$ cat src/rtl/bin2dec_arb_pkg.sv
// Shared types and defaults for the bin2dec request arbiter.
// Provides the controller state encoding and a grant-index width helper.
package bin2dec_arb_pkg;

    localparam int DEF_NUM_REQ = 4;
    localparam int DEF_TIMEOUT = 63;

    typedef enum logic [2:0] {
        S_FLUSH   = 3'd0,
        S_IDLE    = 3'd1,
        S_LAUNCH  = 3'd2,
        S_WAIT    = 3'd3,
        S_CAPTURE = 3'd4,
        S_RELEASE = 3'd5
    } state_t;

    // Bits needed to index n requesters (never below one bit).
    function automatic int idx_w(input int n);
        return (n < 2) ? 1 : $clog2(n);
    endfunction

endpackage

$ cat src/rtl/rr_pick.sv
// Combinational round-robin picker: first set req bit at or after ptr.
// Ports: req_i (request vector), ptr_i (start index), idx_o, valid_o.
module rr_pick
    import bin2dec_arb_pkg::*;
#(
    parameter int N = DEF_NUM_REQ
) (
    input  logic [N-1:0]          req_i,
    input  logic [idx_w(N)-1:0]   ptr_i,
    output logic [idx_w(N)-1:0]   idx_o,
    output logic                  valid_o
);

    localparam int IW = idx_w(N);
    localparam int SW = IW + 1;

    logic [SW-1:0] sum;
    logic [IW-1:0] pos;

    always_comb begin
        idx_o   = '0;
        valid_o = 1'b0;
        sum     = '0;
        pos     = '0;
        for (int k = 0; k < N; k++) begin
            // ptr + k wrapped modulo N without a divider
            sum = {1'b0, ptr_i} + SW'(k);
            if (sum >= SW'(N)) begin
                sum = sum - SW'(N);
            end
            pos = sum[IW-1:0];
            if (!valid_o && req_i[pos]) begin
                valid_o = 1'b1;
                idx_o   = pos;
            end
        end
    end

endmodule

$ cat src/rtl/bin2dec_arbiter.sv
// Shares one bin2dec converter between NUM_REQ requesters, round-robin.
// Ports: clk, rst; req/req_din in, ack/res_dout/res_id/err out;
// conv_start/conv_din to converter, conv_done/conv_dout from it.
module bin2dec_arbiter
    import bin2dec_arb_pkg::*;
#(
    parameter int NUM_REQ = DEF_NUM_REQ,
    parameter int TIMEOUT = DEF_TIMEOUT
) (
    input  logic                       clk,
    input  logic                       rst,
    input  logic [NUM_REQ-1:0]         req,
    input  logic [16*NUM_REQ-1:0]      req_din,
    output logic [NUM_REQ-1:0]         ack,
    output logic [15:0]                res_dout,
    output logic [idx_w(NUM_REQ)-1:0]  res_id,
    output logic                       err,
    output logic                       conv_start,
    output logic [15:0]                conv_din,
    input  logic                       conv_done,
    input  logic [15:0]                conv_dout
);

    localparam int IW = idx_w(NUM_REQ);
    localparam int TW = $clog2(TIMEOUT + 1);

    state_t              state_q;
    logic [IW-1:0]       ptr_q;
    logic [IW-1:0]       grant_q;
    logic [TW-1:0]       tmo_q;
    logic                flush_q;
    logic [NUM_REQ-1:0]  ack_q;
    logic [15:0]         res_dout_q;
    logic [IW-1:0]       res_id_q;
    logic                err_q;
    logic                start_q;
    logic [15:0]         din_q;

    logic [IW-1:0]       pick_idx;
    logic                pick_vld;
    logic [15:0]         pick_din_d;
    logic [IW-1:0]       ptr_d;
    logic [NUM_REQ-1:0]  ack_d;
    logic                tmo_hit;

    rr_pick #(.N(NUM_REQ)) u_pick (
        .req_i   (req),
        .ptr_i   (ptr_q),
        .idx_o   (pick_idx),
        .valid_o (pick_vld)
    );

    always_comb begin
        pick_din_d = '0;
        for (int i = 0; i < NUM_REQ; i++) begin
            if (pick_idx == IW'(i)) begin
                pick_din_d = req_din[16*i +: 16];
            end
        end
    end

    always_comb begin
        ack_d          = '0;
        ack_d[grant_q] = 1'b1;
    end

    assign ptr_d   = (grant_q == IW'(NUM_REQ - 1)) ? '0 : grant_q + 1'b1;
    assign tmo_hit = (tmo_q == TW'(TIMEOUT));

    always_ff @(posedge clk) begin
        if (rst) begin
            state_q    <= S_FLUSH;
            ptr_q      <= '0;
            grant_q    <= '0;
            tmo_q      <= '0;
            flush_q    <= 1'b0;
            ack_q      <= '0;
            res_dout_q <= '0;
            res_id_q   <= '0;
            err_q      <= 1'b0;
            start_q    <= 1'b0;
            din_q      <= '0;
        end else begin
            ack_q <= '0;
            err_q <= 1'b0;
            unique case (state_q)
                S_FLUSH: begin
                    // converter has no reset: need done on two
                    // consecutive cycles so it has drained to idle
                    start_q <= 1'b0;
                    if (conv_done) begin
                        flush_q <= 1'b1;
                        if (flush_q) begin
                            flush_q <= 1'b0;
                            state_q <= S_IDLE;
                        end
                    end else begin
                        flush_q <= 1'b0;
                    end
                end
                S_IDLE: begin
                    if (pick_vld) begin
                        grant_q <= pick_idx;
                        din_q   <= pick_din_d;
                        start_q <= 1'b1;
                        tmo_q   <= '0;
                        state_q <= S_LAUNCH;
                    end
                end
                S_LAUNCH, S_WAIT: begin
                    if (state_q == S_LAUNCH && !conv_done) begin
                        tmo_q   <= '0;
                        state_q <= S_WAIT;
                    end else if (state_q == S_WAIT && conv_done) begin
                        state_q <= S_CAPTURE;
                    end else if (tmo_hit) begin
                        err_q   <= 1'b1;
                        start_q <= 1'b0;
                        ptr_q   <= ptr_d;
                        flush_q <= 1'b0;
                        state_q <= S_FLUSH;
                    end else begin
                        tmo_q <= tmo_q + 1'b1;
                    end
                end
                S_CAPTURE: begin
                    res_dout_q <= conv_dout;
                    res_id_q   <= grant_q;
                    ack_q      <= ack_d;
                    start_q    <= 1'b0;
                    ptr_q      <= ptr_d;
                    state_q    <= S_RELEASE;
                end
                S_RELEASE: begin
                    state_q <= S_IDLE;
                end
                default: begin
                    state_q <= S_FLUSH;
                end
            endcase
        end
    end

    assign ack        = ack_q;
    assign res_dout   = res_dout_q;
    assign res_id     = res_id_q;
    assign err        = err_q;
    assign conv_start = start_q;
    assign conv_din   = din_q;

endmodule

$ cat config.mk
export PLATFORM = sky130hd
export DESIGN_NAME = bin2dec_arbiter
export DESIGN_NICKNAME = d
export VERILOG_FILES = /design/src/rtl/bin2dec_arb_pkg.sv /design/src/rtl/rr_pick.sv /design/src/rtl/bin2dec_arbiter.sv
export SDC_FILE = /design/constraint.sdc
export NUM_CORES = 1
export LEC_CHECK = 0
export ABC_AREA = 1
export CORE_MARGIN = 2
export CORE_UTILIZATION = 46
export DETAILED_ROUTE_END_ITERATION = 12
export PLACE_DENSITY = 0.95
export SYNTH_ARGS = -nofsm -noshare
export SYNTH_HDL_FRONTEND = slang
export SYNTH_HIERARCHICAL = 1
export SYNTH_SLANG_ARGS = --single-unit
export TNS_END_PERCENT = 50
$ cat constraint.sdc
create_clock -name clk -period 3.7 [get_ports clk]
set_input_delay 0.37 -clock clk [delete_from_list [all_inputs] [get_ports clk]]
set_output_delay 0.37 -clock clk [all_outputs]
set_load 0.02 [all_outputs]
==> results by group, run 1 <==
Status
  • Outcome: completed

Drt
  • Residual DRC count: 0
  • Routed WL: 8.575 mm
  • Detail Route Antenna Nets: 0
  • Avg WL per Cell: 13.23 um
  • First-pass DRT Iterations: 6
  • Via count: 3397
  • Vias per cell: 5.242
  • Starting DRT DRC Count: 169

Logic synthesis
  • Syn_nets: 545
  • Synth Instances: 453
  • Post-synthesis cell type count: 28
  • Biggest area consumer among synthesized cells: dfxtp_1
  • Top-area cell type share of the netlist area: 35.94%
  • Synth Register Bits: 54
  • Avg Cell Area, Syn: 6.640 um2
  • Mapped cell area: 0.003008 mm2
  • Top post-synthesis cells by area: dfxtp_1, nand2_1, nor2_1, a21oi_1, o21ai_0
  • Synth warnings: 6
  • Sequential fraction of the synthesis area: 35.94%

Job
  • Max Cap Viol: 0

Cells and area
  • Seq. cell area: 0.001081 mm2
  • Most common cell after layout, fill and taps aside: clkdlybuf4s50_1
  • Cell Count, Final, Fillers Out: 648
  • Multi-input logic area: 0.001679 mm2
  • Finished Core Util: 69.28%
  • Post-layout nets: 662
  • Synth-to-Final Area Change: 46.26%
  • Most frequent cells in the layout: clkdlybuf4s50_1, nand2_1, nor2_1, dfxtp_1, a21oi_1
  • Share of cells above drive strength 1: 8.757%
  • Final instance area: 0.004399 mm2
  • Layout fillers: 527
  • ANT cells: 0

Worst setup path
  • Critical R2R Launch: ptr_q[0]
  • Crit path cell chain: inv_2, nand2_1, nand3_1, nand2_2, inv_1, nand4_1, nand3_1, nor2_1, nand2_1, nand2_1, a21oi_1, a21oi_1
  • Worst EP arrival: 3.23 ns
  • Critical Path Fanout Max: 16
  • Worst Setup Start Kind: register
  • Crit end category: register
  • Reg2reg path depth: 12
  • CP max stage delay: 0.87 ns
  • Worst path most repeated cell: nand2_1
  • Worst reg2reg path endpoint: conv_din[6]
  • Worst Path Required: 3.95 ns
  • Critical path type: register to register
  • Reg2reg setup slack: 0.71 ns
  • Critical path's slowest cell: nor2_1

Placed design
  • DP Area: 0.004278 mm2
  • HPWL Detailed: 6.429 mm
  • Gpl congestion: 0.9096
  • Dpl cells: 640
  • Buffers on Ports: 126

Clock network
  • CTS tree: yes
  • Clock Tree Buf Depth: 2
  • Total setup buffers inserted after CTS: 0
  • Total CTS buffers: 5
  • H-tree depth: 2
  • Clock transition at path regs: 0.10 ns
  • Clk Latency, worst-skew pair: 0.32 ns
  • Clk root buf: clkbuf_8
  • Post-CTS resize count: 0
  • Hold_buf cts: 0
  • TritonCTS sink count: 54

Power and ir drop
  • Int Pwr: 1.637 mW
  • Leak Pwr: 1.919 nW
  • Seq pwr share: 27.2%
  • VDD IR max: 0.4701 mV
  • Switching Fraction: 47.10%
  • Pwr Total: 3.094 mW
  • Switch Pwr: 1.457 mW
  • Cell area power density: 703.4 mW/mm2
  • Clk pwr share: 13.7%
  • Combinational share of power: 59.1%

Worst hold path
  • Min-Delay Path Depth: 2
  • Hold Path End: res_dout[7]
  • Min-delay worst type: register to register
  • Worst min-delay path startpoint: res_dout[7]

Timing
  • Final number of setup-violating endpoints: 0
  • Highest clock rate: 334.9 MHz
  • Worst Max-Slew Pin Slew: 1.049 ns
  • Final min period: 2.986 ns
  • Final period util: 80.70%
  • Final hold violations: 0
  • Post-route setup TNS: 0 ns
  • Slew Limit Fails: 0
  • RSZ-0062 raised after global routing: no
  • Worst clock skew: 0.01671 ns
  • Slew headroom: 29.83%

Floorplanning
  • IO Count: 127
  • Die area: 0.007202 mm2
  • Core ar.: 0.006350 mm2
  • Initial Utilization: 47.37%
  • Die Height: 84.87 um
  • Die width: 84.87 um
  • Num rows: 29

GRT
  • Vias in the first global route: 3189
  • GRT Total Usage: 23.79%
  • Initial antenna violation count: 0
  • Grt ovf: 0
  • Largest net degree at the start of global routing: 49
  • First-pass GRT wire length: 14.17 mm
## state kept, by name, indices dropped and copies added (netlist names)
name / cells
state_q: 3
res_dout: 16
conv_start: 1
err: 1
grant_q: 2
ack: 4
ptr_q: 2
tmo_q: 6
res_id: 2
conv_din: 16
flush_q: 1
## routing by layer
layer  track usage, %  routed length [um]  part of all wire [%]
met2            41.23                4218                    49
met5                0                   0                     0
met4            9.235                 217                   2.5
met1            27.62                3398                    40
met3            7.101                 741                   8.6
## Yosys cell counts
master,n
a21oi_1,47
a21oi_4,1
buf_1,1
buf_2,7
buf_4,3
buf_6,2
clkbuf_1,5
dfxtp_1,54
ha_1,5
inv_1,32
inv_2,5
inv_4,1
nand2_1,94
nand2_2,14
nand2_4,5
nand3_1,40
nand3_2,3
nand3b_1,1
nand4_1,1
nor2_1,68
nor2_2,5
nor2_4,4
nor2_8,1
nor3_1,3
o21ai_0,45
o21ai_1,4
o22ai_1,1
or2_2,1
## worst max-delay path: cells and delay by family, from the launching register on
kind            cells  cell delay [ns]
compound gates      2             0.22
buf+inv             2             0.27
flops               1             0.66
simple gates        8             1.76
## logic make-up (layout without fill, tap and decap cells)
| group | count (synthesis) | count (layout) | share of synthesized area, % |
|---|---|---|---|
| simple gates | 240 | 240 | 37.02 |
| fa+ha+maj | 5 | 5 | 2.080 |
| flops | 54 | 54 | 35.94 |
| buf+inv | 56 | 174 | 8.236 |
| compound gates | 98 | 98 | 16.72 |
## per-stage QoR
step                hold WS (ns)  worst slack [ns]
finish                    0.5142            0.7142
global placement          0.4823            0.8662
floorplan                 0.4391             1.778
detailed placement        0.4915            0.7281
global route              0.5608            0.3756
CTS                       0.5206            0.7621
## how the worst max path moves through the flow
stage	endpoint	start	depth (start not counted)
2_1_floorplan	conv_din[11]	ptr_q[0]	14
3_3_place_gp	conv_din[10]	req[2]	14
3_5_place_dp	conv_din[0]	req[3]	14
4_1_cts	conv_din[0]	ptr_q[0]	14
5_1_grt	conv_din[8]	ptr_q[0]	14
6_report	conv_din[6]	ptr_q[0]	12
## power by group through the flow
stage / clock network [mW] / logic (mW) / registers [mW]
2_1_floorplan: 0 / 1.22 / 0.932
3_3_place_gp: 0 / 1.74 / 0.846
3_5_place_dp: 0 / 1.81 / 0.850
4_1_cts: 0.435 / 1.82 / 0.840
5_1_grt: 0.455 / 2.05 / 0.861
6_report: 0.423 / 1.83 / 0.842
## final cells by class
type | instances | share of cell area [%]
multi-input cells | 343 | 38.17
repair buffers | 128 | 29.01
flip-flops and latches | 54 | 24.57
inverters | 38 | 3.299
well taps | 77 | 2.190
clock buffers | 6 | 1.877
clock inverters | 2 | 0.8817
No activity file was read; power rests on OpenSTA's default activity.
==> run 2: changes to the inputs <==
--- a/config.mk
+++ b/config.mk
@@ -7,9 +7,9 @@
 export LEC_CHECK = 0
 export ABC_AREA = 1
 export CORE_MARGIN = 2
-export CORE_UTILIZATION = 46
+export CORE_UTILIZATION = 39
 export DETAILED_ROUTE_END_ITERATION = 12
-export PLACE_DENSITY = 0.95
+export PLACE_DENSITY = 0.86
 export SYNTH_ARGS = -nofsm -noshare
 export SYNTH_HDL_FRONTEND = slang
 export SYNTH_HIERARCHICAL = 1
==> constraint.sdc (replaced) <==
create_clock -name clk -period 2.5 [get_ports clk]
set_input_delay 0.25 -clock clk [delete_from_list [all_inputs] [get_ports clk]]
set_output_delay 0.25 -clock clk [all_outputs]
set_load 0.02 [all_outputs]
==> run 2 against run 1 <==
  * Final cell count grew 4.6%
  * Critical path depth unchanged
  * Largest power group unchanged
  * Clock-buffer cell count stayed put
  * Worst setup slack worse by 0.49 ns
  * Worst hold slack better by 0.0063 ns
==> results by group, run 2 (synthesis gave the netlist of run 1 again) <==
Status
  • Outcome: completed (unchanged)

Cells and area
  • Most frequent cells in the layout: clkdlybuf4s50_1, nand2_1, nor2_1, dfxtp_1, a21oi_1 (unchanged)
  • Share of cells above drive strength 1: 9.549% (was 8.757%)
  • Multi-input logic area: 0.001679 mm2 (unchanged)
  • Cell Count, Final, Fillers Out: 678 (was 648)
  • Seq. cell area: 0.001081 mm2 (unchanged)
  • Post-layout nets: 667 (was 662)
  • Most common cell after layout, fill and taps aside: clkdlybuf4s50_1 (unchanged)
  • ANT cells: 0 (unchanged)
  • Layout fillers: 706 (was 527)
  • Synth-to-Final Area Change: 48.54% (was 46.26%)

Power and ir drop
  • Cell area power density: 1054 mW/mm2 (was 703.4 mW/mm2)
  • VDD IR max: 0.6637 mV (was 0.4701 mV)
  • Pwr Total: 4.708 mW (was 3.094 mW)
  • Leak Pwr: 1.944 nW (was 1.919 nW)

Clock network
  • Post-CTS resize count: 0 (unchanged)
  • H-tree depth: 2 (unchanged)
  • CTS tree: yes (unchanged)
  • Clock Tree Buf Depth: 2 (unchanged)
  • Clk root buf: clkbuf_8 (unchanged)
  • TritonCTS sink count: 54 (unchanged)
  • Clk Latency, worst-skew pair: 0.31 ns (was 0.32 ns)
  • Clock transition at path regs: 0.10 ns (about the same)
  • Hold_buf cts: 0 (unchanged)
  • Total setup buffers inserted after CTS: 0 (unchanged)
  • Total CTS buffers: 5 (unchanged)

Worst setup path
  • Reg2reg path depth: 12 (unchanged)
  • Critical Path Fanout Max: 10 (was 16)
  • Worst EP arrival: 2.51 ns (was 3.23 ns)
  • Critical path type: register to register (unchanged)
  • Reg2reg setup slack: 0.23 ns (was 0.71 ns)
  • Critical R2R Launch: ptr_q[0] (unchanged)
  • Worst Path Required: 2.74 ns (was 3.95 ns)
  • Crit end category: register (unchanged)
  • Worst Setup Start Kind: register (unchanged)
  • Worst reg2reg path endpoint: conv_din[1] (was conv_din[6])

Worst hold path
  • Min-Delay Path Depth: 3 (was 2)
  • Hold Path End: res_dout[13] (was res_dout[7])
  • Min-delay worst type: primary input to register (was register to register)
  • Worst min-delay path startpoint: conv_dout[13] (was res_dout[7])

Timing
  • Worst Max-Slew Pin Slew: 0.4862 ns (was 1.049 ns)
  • RSZ-0062 raised after global routing: no (unchanged)
  • Worst clock skew: 0.005063 ns (was 0.01671 ns)
  • Post-route setup TNS: 0 ns (unchanged)
  • Final period util: 90.84% (was 80.70%)
  • Final min period: 2.271 ns (was 2.986 ns)
  • Final hold violations: 0 (unchanged)
  • Slew Limit Fails: 0 (unchanged)
  • Slew headroom: 67.51% (was 29.83%)
  • Fin worst setup slack: 0.2289 ns (was 0.7142 ns)
  • Highest clock rate: 440.3 MHz (was 334.9 MHz)
  • Final number of setup-violating endpoints: 0 (unchanged)

GRT
  • First-pass GRT wire length: 14.03 mm (was 14.17 mm)
  • Largest net degree at the start of global routing: 49 (unchanged)
  • Grt ovf: 0 (unchanged)
  • Initial antenna violation count: 0 (unchanged)
  • Vias in the first global route: 3136 (was 3189)
  • GRT Total Usage: 20.37% (was 23.79%)

Floorplanning
  • Initial Utilization: 39.54% (was 47.37%)
  • Die area: 0.008431 mm2 (was 0.007202 mm2)
  • Core ar.: 0.007607 mm2 (was 0.006350 mm2)
  • IO Count: 127 (unchanged)
  • Num rows: 32 (was 29)
  • Die Height: 91.82 um (was 84.87 um)
  • Die width: 91.82 um (was 84.87 um)

Drt
  • Routed WL: 8.697 mm (was 8.575 mm)
  • DR WL met3: 655 um (was 741 um)
  • Wl on met1: 3.583 mm (was 3.398 mm)
  • Via count: 3381 (was 3397)
  • Starting DRT DRC Count: 195 (was 169)
  • Met2 WL post-DR: 4.360 mm (was 4.218 mm)
  • Detail Route Antenna Nets: 0 (unchanged)
  • Top Metal Used: met4 (unchanged)
  • First-pass DRT Iterations: 4 (was 6)
  • Residual DRC count: 0 (unchanged)
  • Avg WL per Cell: 12.83 um (was 13.23 um)
  • Vias per cell: 4.987 (was 5.242)

Job
  • Max Cap Viol: 0 (unchanged)

Placed design
  • Place WS: 0.1442 ns (was 0.7281 ns)
  • HPWL Detailed: 6.679 mm (was 6.429 mm)
  • Buffers on Ports: 126 (unchanged)
  • Gpl congestion: 0.9565 (was 0.9096)
  • Dpl cells: 670 (was 640)
## run 2: cell types whose count changed in the layout (fill, tap and decap cells not counted)
cell	delta
buf_4	+5
## run 2: area by class of cell
cell class | instances | area share [%]
flip-flops and latches | 54 | 24.19
well taps | 102 | 2.856
clock buffers | 6 | 1.848
clock inverters | 2 | 0.8681
repair buffers | 133 | 29.40
inverters | 38 | 3.248
multi-input cells | 343 | 37.58
## run 2: per-layer routing
| layer | vias up | global-route usage, % |
|---|---|---|
| li1 | 1709 | - |
| met1 | 1506 | 23.79 |
| met2 | 154 | 36.76 |
| met3 | 12 | 5.177 |
| met4 | 0 | 5.721 |
| met5 | - | 0 |
## run 2: power breakdown
group / switching (mW) / internal (mW) / leakage, nW / total (mW)
sequential: 0.177 / 1.07 / 0.440 / 1.24
combinational: 1.74 / 1.10 / 1.44 / 2.84
clock: 0.293 / 0.330 / 0.0618 / 0.623
## run 2: worst max path at each step
| stage | from | end | cells after the start |
|---|---|---|---|
| finish | ptr_q[0] | conv_din[1] | 12 |
| global route | ptr_q[0] | conv_din[13] | 12 |
| CTS | ptr_q[0] | conv_din[1] | 12 |
| detailed placement | req[2] | conv_din[5] | 13 |
| global placement | req[2] | conv_din[14] | 14 |
| floorplan | ptr_q[0] | conv_din[11] | 14 |
## run 2: critical path, cell delays in order, from the launching register on
cell     delay (ns)
dfxtp_1        0.45
buf_4          0.21
nand2_2        0.08
nand3_2        0.10
nand2_4        0.07
nor2_4         0.14
nand4_1        0.09
nand3_1        0.23
inv_1          0.12
nor2_2         0.24
buf_4          0.23
a21oi_1        0.08
a21oi_1        0.15
## run 2: stage by stage
stage               hold WS, ns  util, %  instance area (um2)
CTS                      0.5162    58.73                 4468
global route             0.5244    58.73                 4468
floorplan                0.3191        -                 3008
finish                   0.5205    58.73                 4468
global placement         0.4847    57.14                 4347
detailed placement       0.5033    57.14                 4347
==> run 3: changes to the inputs <==
--- a/config.mk
+++ b/config.mk
@@ -14,4 +14,3 @@
 export SYNTH_HDL_FRONTEND = slang
 export SYNTH_HIERARCHICAL = 1
 export SYNTH_SLANG_ARGS = --single-unit
-export TNS_END_PERCENT = 50
==> results of run 3 <==
No change in the layout: final DEF, timing and power equal those of run 2.
==> RTL change 1, RTL diff (settings of run 1) <==
Put one more register stage on the output `err`. The value now appears one clock later. The other outputs are not delayed to match.
--- a/src/rtl/bin2dec_arbiter.sv
+++ b/src/rtl/bin2dec_arbiter.sv
@@ -146,3 +146,5 @@
     assign res_id     = res_id_q;
-    assign err        = err_q;
+    always_ff @(posedge clk) begin
+        err <= err_q;
+    end
     assign conv_start = start_q;
Formal check against the unedited RTL: no difference found for any inputs over 10 cycles, from zero or initial values and one cycle with rst high; that may be too few to reach the edited logic, so the function may still have changed.
==> RTL change 1 against run 1 <==
- utilization decreased by 0.12 points
- first-iteration DRC count increased by 38%
- power decreased by 1.5%
- routed wire length increased by 3.6%
- sequential cell count increased by 1
- worst setup slack got worse by 0.082 ns
- design area decreased by 0.17%
- area after synthesis increased by 0.67%
- largest power group unchanged
- critical path depth increased by 2
- clock power decreased by 18%
- synthesized cell count increased by 0.22%
- global-route usage decreased by 0.32 points
==> RTL change 1: results <==
export IMPL_status="complete, no violations"
export IMPL_first_pass_iters=5
export IMPL_wl_met3_um=782
export IMPL_grt_pass1_wl_um=14100
export IMPL_synth_area_leaders="dfxtp_1 (36%), nand2_1 (12%), nor2_1 (8.4%)"
export IMPL_final_nonclk_buf_share=0.291
export IMPL_timing_slew_headroom=0.302
export IMPL_drtIter0Drc=234
export IMPL_hp_start="err_q$_SDFF_PP0_"
export IMPL_wl_met2_um=4360
export IMPL_use_met1=0.281
export IMPL_clk_share=0.0214
export IMPL_viasPerCell=5.28
export IMPL_first_global_vias=3209
export IMPL_clock_skew_ns=0.0125
export IMPL_cpMaxStageDelayCell="dfxtp_1"
export IMPL_cpPeakStageDelay_ns=0.67
export IMPL_synth_common_cells="nand2_1 (94), nor2_1 (68), dfxtp_1 (55)"
export IMPL_yosysSeqAreaShare=0.364
export IMPL_synth_seq_cells=55
export IMPL_die_w_um=85.1
export IMPL_layout_nets=663
export IMPL_worstPathArrival_ns=3.31
export IMPL_place_area_mm2=0.00430
export IMPL_reg2reg_depth=14
export IMPL_multi_input_area_share=0.382
export IMPL_gr_usage_met2=0.410
export IMPL_detail_route_wl_per_cell_um=13.7
export IMPL_grt_use_total=0.235
export IMPL_fillers=494
export IMPL_min_path_cells=0
export IMPL_drive_gt1_frac=0.0874
export IMPL_dp_hpwl_um=6720
RTL change 1: cells by family (layout without fill, tap and decap cells):
kind of cell / Yosys count / in the layout
AOI/OAI and AO/OA: 98 / 98
adders and majority gates: 5 / 5
buffers and inverters: 56 / 174
DFF: 55 / 55
and+or+nand+nor: 240 / 240
RTL change 1: report_power, final:
part	switching, mW	internal (mW)
Combinational	1.14	0.694
Sequential	0.132	0.732
Clock	0.208	0.138
RTL change 1: per-stage QoR:
| stage | cells | hold slack [ns] | power, mW | worst slack (ns) |
|---|---|---|---|---|
| finish | 649 | 0.335 | 3.05 | 0.632 |
| global route | 649 | 0.351 | 3.29 | 0.356 |
| CTS | 649 | 0.337 | 3.04 | 0.705 |
| detailed placement | 641 | 0.314 | 2.69 | 0.702 |
| global placement | 641 | 0.311 | 2.60 | 0.903 |
| floorplan | 454 | 0.310 | 2.17 | 1.78 |
==> RTL change 2, RTL diff (config.mk and constraints of run 1) <==
Made on the original files. The package constant `DEF_NUM_REQ` goes from 4 to 5.
--- a/src/rtl/bin2dec_arb_pkg.sv
+++ b/src/rtl/bin2dec_arb_pkg.sv
@@ -4,3 +4,3 @@
 
-    localparam int DEF_NUM_REQ = 4;
+    localparam int DEF_NUM_REQ = 5;
     localparam int DEF_TIMEOUT = 63;
Interface: changed (resized ack, req, req_din and res_id); port bits go from 127 to 146. No check against the original RTL was run, so the function may have changed too.
==> RTL change 2 against run 1 <==
- sequential cell count is 4 higher
- maximum frequency is 11% lower
- clock power is 61% higher
- routed wire length is 34% higher
- design area is 36% higher
- worst setup slack worse by 0.35 ns
- power is 100% higher
- hold slack worse by 0.049 ns
- largest power group unchanged
- synthesized cell count is 55% higher
- highest routed layer unchanged
- area after synthesis is 40% higher
- critical endpoint is now conv_din[1]$_SDFFE_PP0P_
- critical path type unchanged
==> RTL change 2: results <==
export IMPL_drive_gt1_frac=0.0899
export IMPL_hp_start="conv_din[2]$_SDFFE_PP0P_"
export IMPL_cpMaxStageDelayCell="dfxtp_2"
export IMPL_wl_met1_um=4930
export IMPL_grt_pass1_wl_um=19100
export IMPL_htree_num_levels=3
export IMPL_reg2reg_depth=21
export IMPL_vdd_drop_max_mv=1.22
export IMPL_yosysSeqAreaShare=0.275
export IMPL_dp_slack_ns=0.158
export IMPL_drtIter0Drc=242
export IMPL_cts_reportedPaths_clkPinSlew_ns=0.07
export IMPL_path_max_fanout=17
export IMPL_clock_skew_ns=0.00777
export IMPL_place_gp_congestion=0.941
export IMPL_synth_fp_nets=816
export IMPL_rr_startpoint="ptr_q[1]$_SDFFE_PP0P_"
export IMPL_viasPerCell=5.10
export IMPL_detail_route_wl_per_cell_um=12.1
export IMPL_grt_use_total=0.230
export IMPL_dp_hpwl_um=9090
export IMPL_leakage_nw=2.74
export IMPL_status="complete, no violations"
export IMPL_layout_nets=956
export IMPL_place_area_mm2=0.00574
export IMPL_fin_crit_ns=3.34
export IMPL_cpPeakStageDelay_ns=0.42
export IMPL_hold_path_end="conv_din[2]$_SDFFE_PP0P_"
export IMPL_fin_hold_ws_ns=0.466
export IMPL_worstPathArrival_ns=3.62
RTL change 2: cell types whose count changed in the layout (fill, tap and decap cells not counted), moves of 6 or more:
cell,before,now
inv_1,32,92
o21ai_1,4,11
a21oi_1,47,23
buf_4,2,8
a21oi_2,0,7
clkbuf_8,6,12
nand2_1,94,175
nor2_1,68,104
o21ai_0,45,57
ha_1,5,11
nand3_1,40,48
clkdlybuf4s50_1,126,145
nand4_1,1,31
RTL change 2: layer usage:
metal | global-route usage | vias to the layer above
met3 | 0.0522 | 23
met1 | 0.264 | 2129
met4 | 0.0790 | 0
li1 | - | 2514
met2 | 0.420 | 198
met5 | 0 | -
RTL change 2: cells by family after synthesis:
logic type / count (synthesis) / synth area share
AO/OA/AOI/OAI: 102 / 0.129
XOR/XNOR: 2 / 0.00593
adder cells (fa/ha/maj): 12 / 0.0373
buffers and inverters: 127 / 0.125
flip-flops: 58 / 0.275
AND/OR/NAND/NOR: 399 / 0.428
RTL change 2: power breakdown:
part	switching, mW	internal [mW]
sequential	0.0896	0.723
combinational	3.12	1.70
clock	0.246	0.433
RTL change 2: layout make-up:
cell class,instances,area (um2)
flip-flops and latches,58,1160
repair buffers,155,1530
inverters,101,387
multi-input cells,515,2540
clock buffers,12,165
clock inverters,4,72.6
well taps,108,135
fillers,746,2810
RTL change 2: timing repair:
| action | in CTS | in global routing |
|---|---|---|
| endpoints found under the hold margin | 0 | 0 |
| gates resized for setup | 0 | 8 |
| setup endpoints to repair | 0 | 16 |
RTL change 2: worst min-delay path: cells and delay by family (launching register included):
| kind | cells | cell delay, ns |
|---|---|---|
| AOI/OAI and AO/OA | 1 | 0.05 |
| DFF | 1 | 0.31 |
| and+or+nand+nor | 1 | 0.06 |
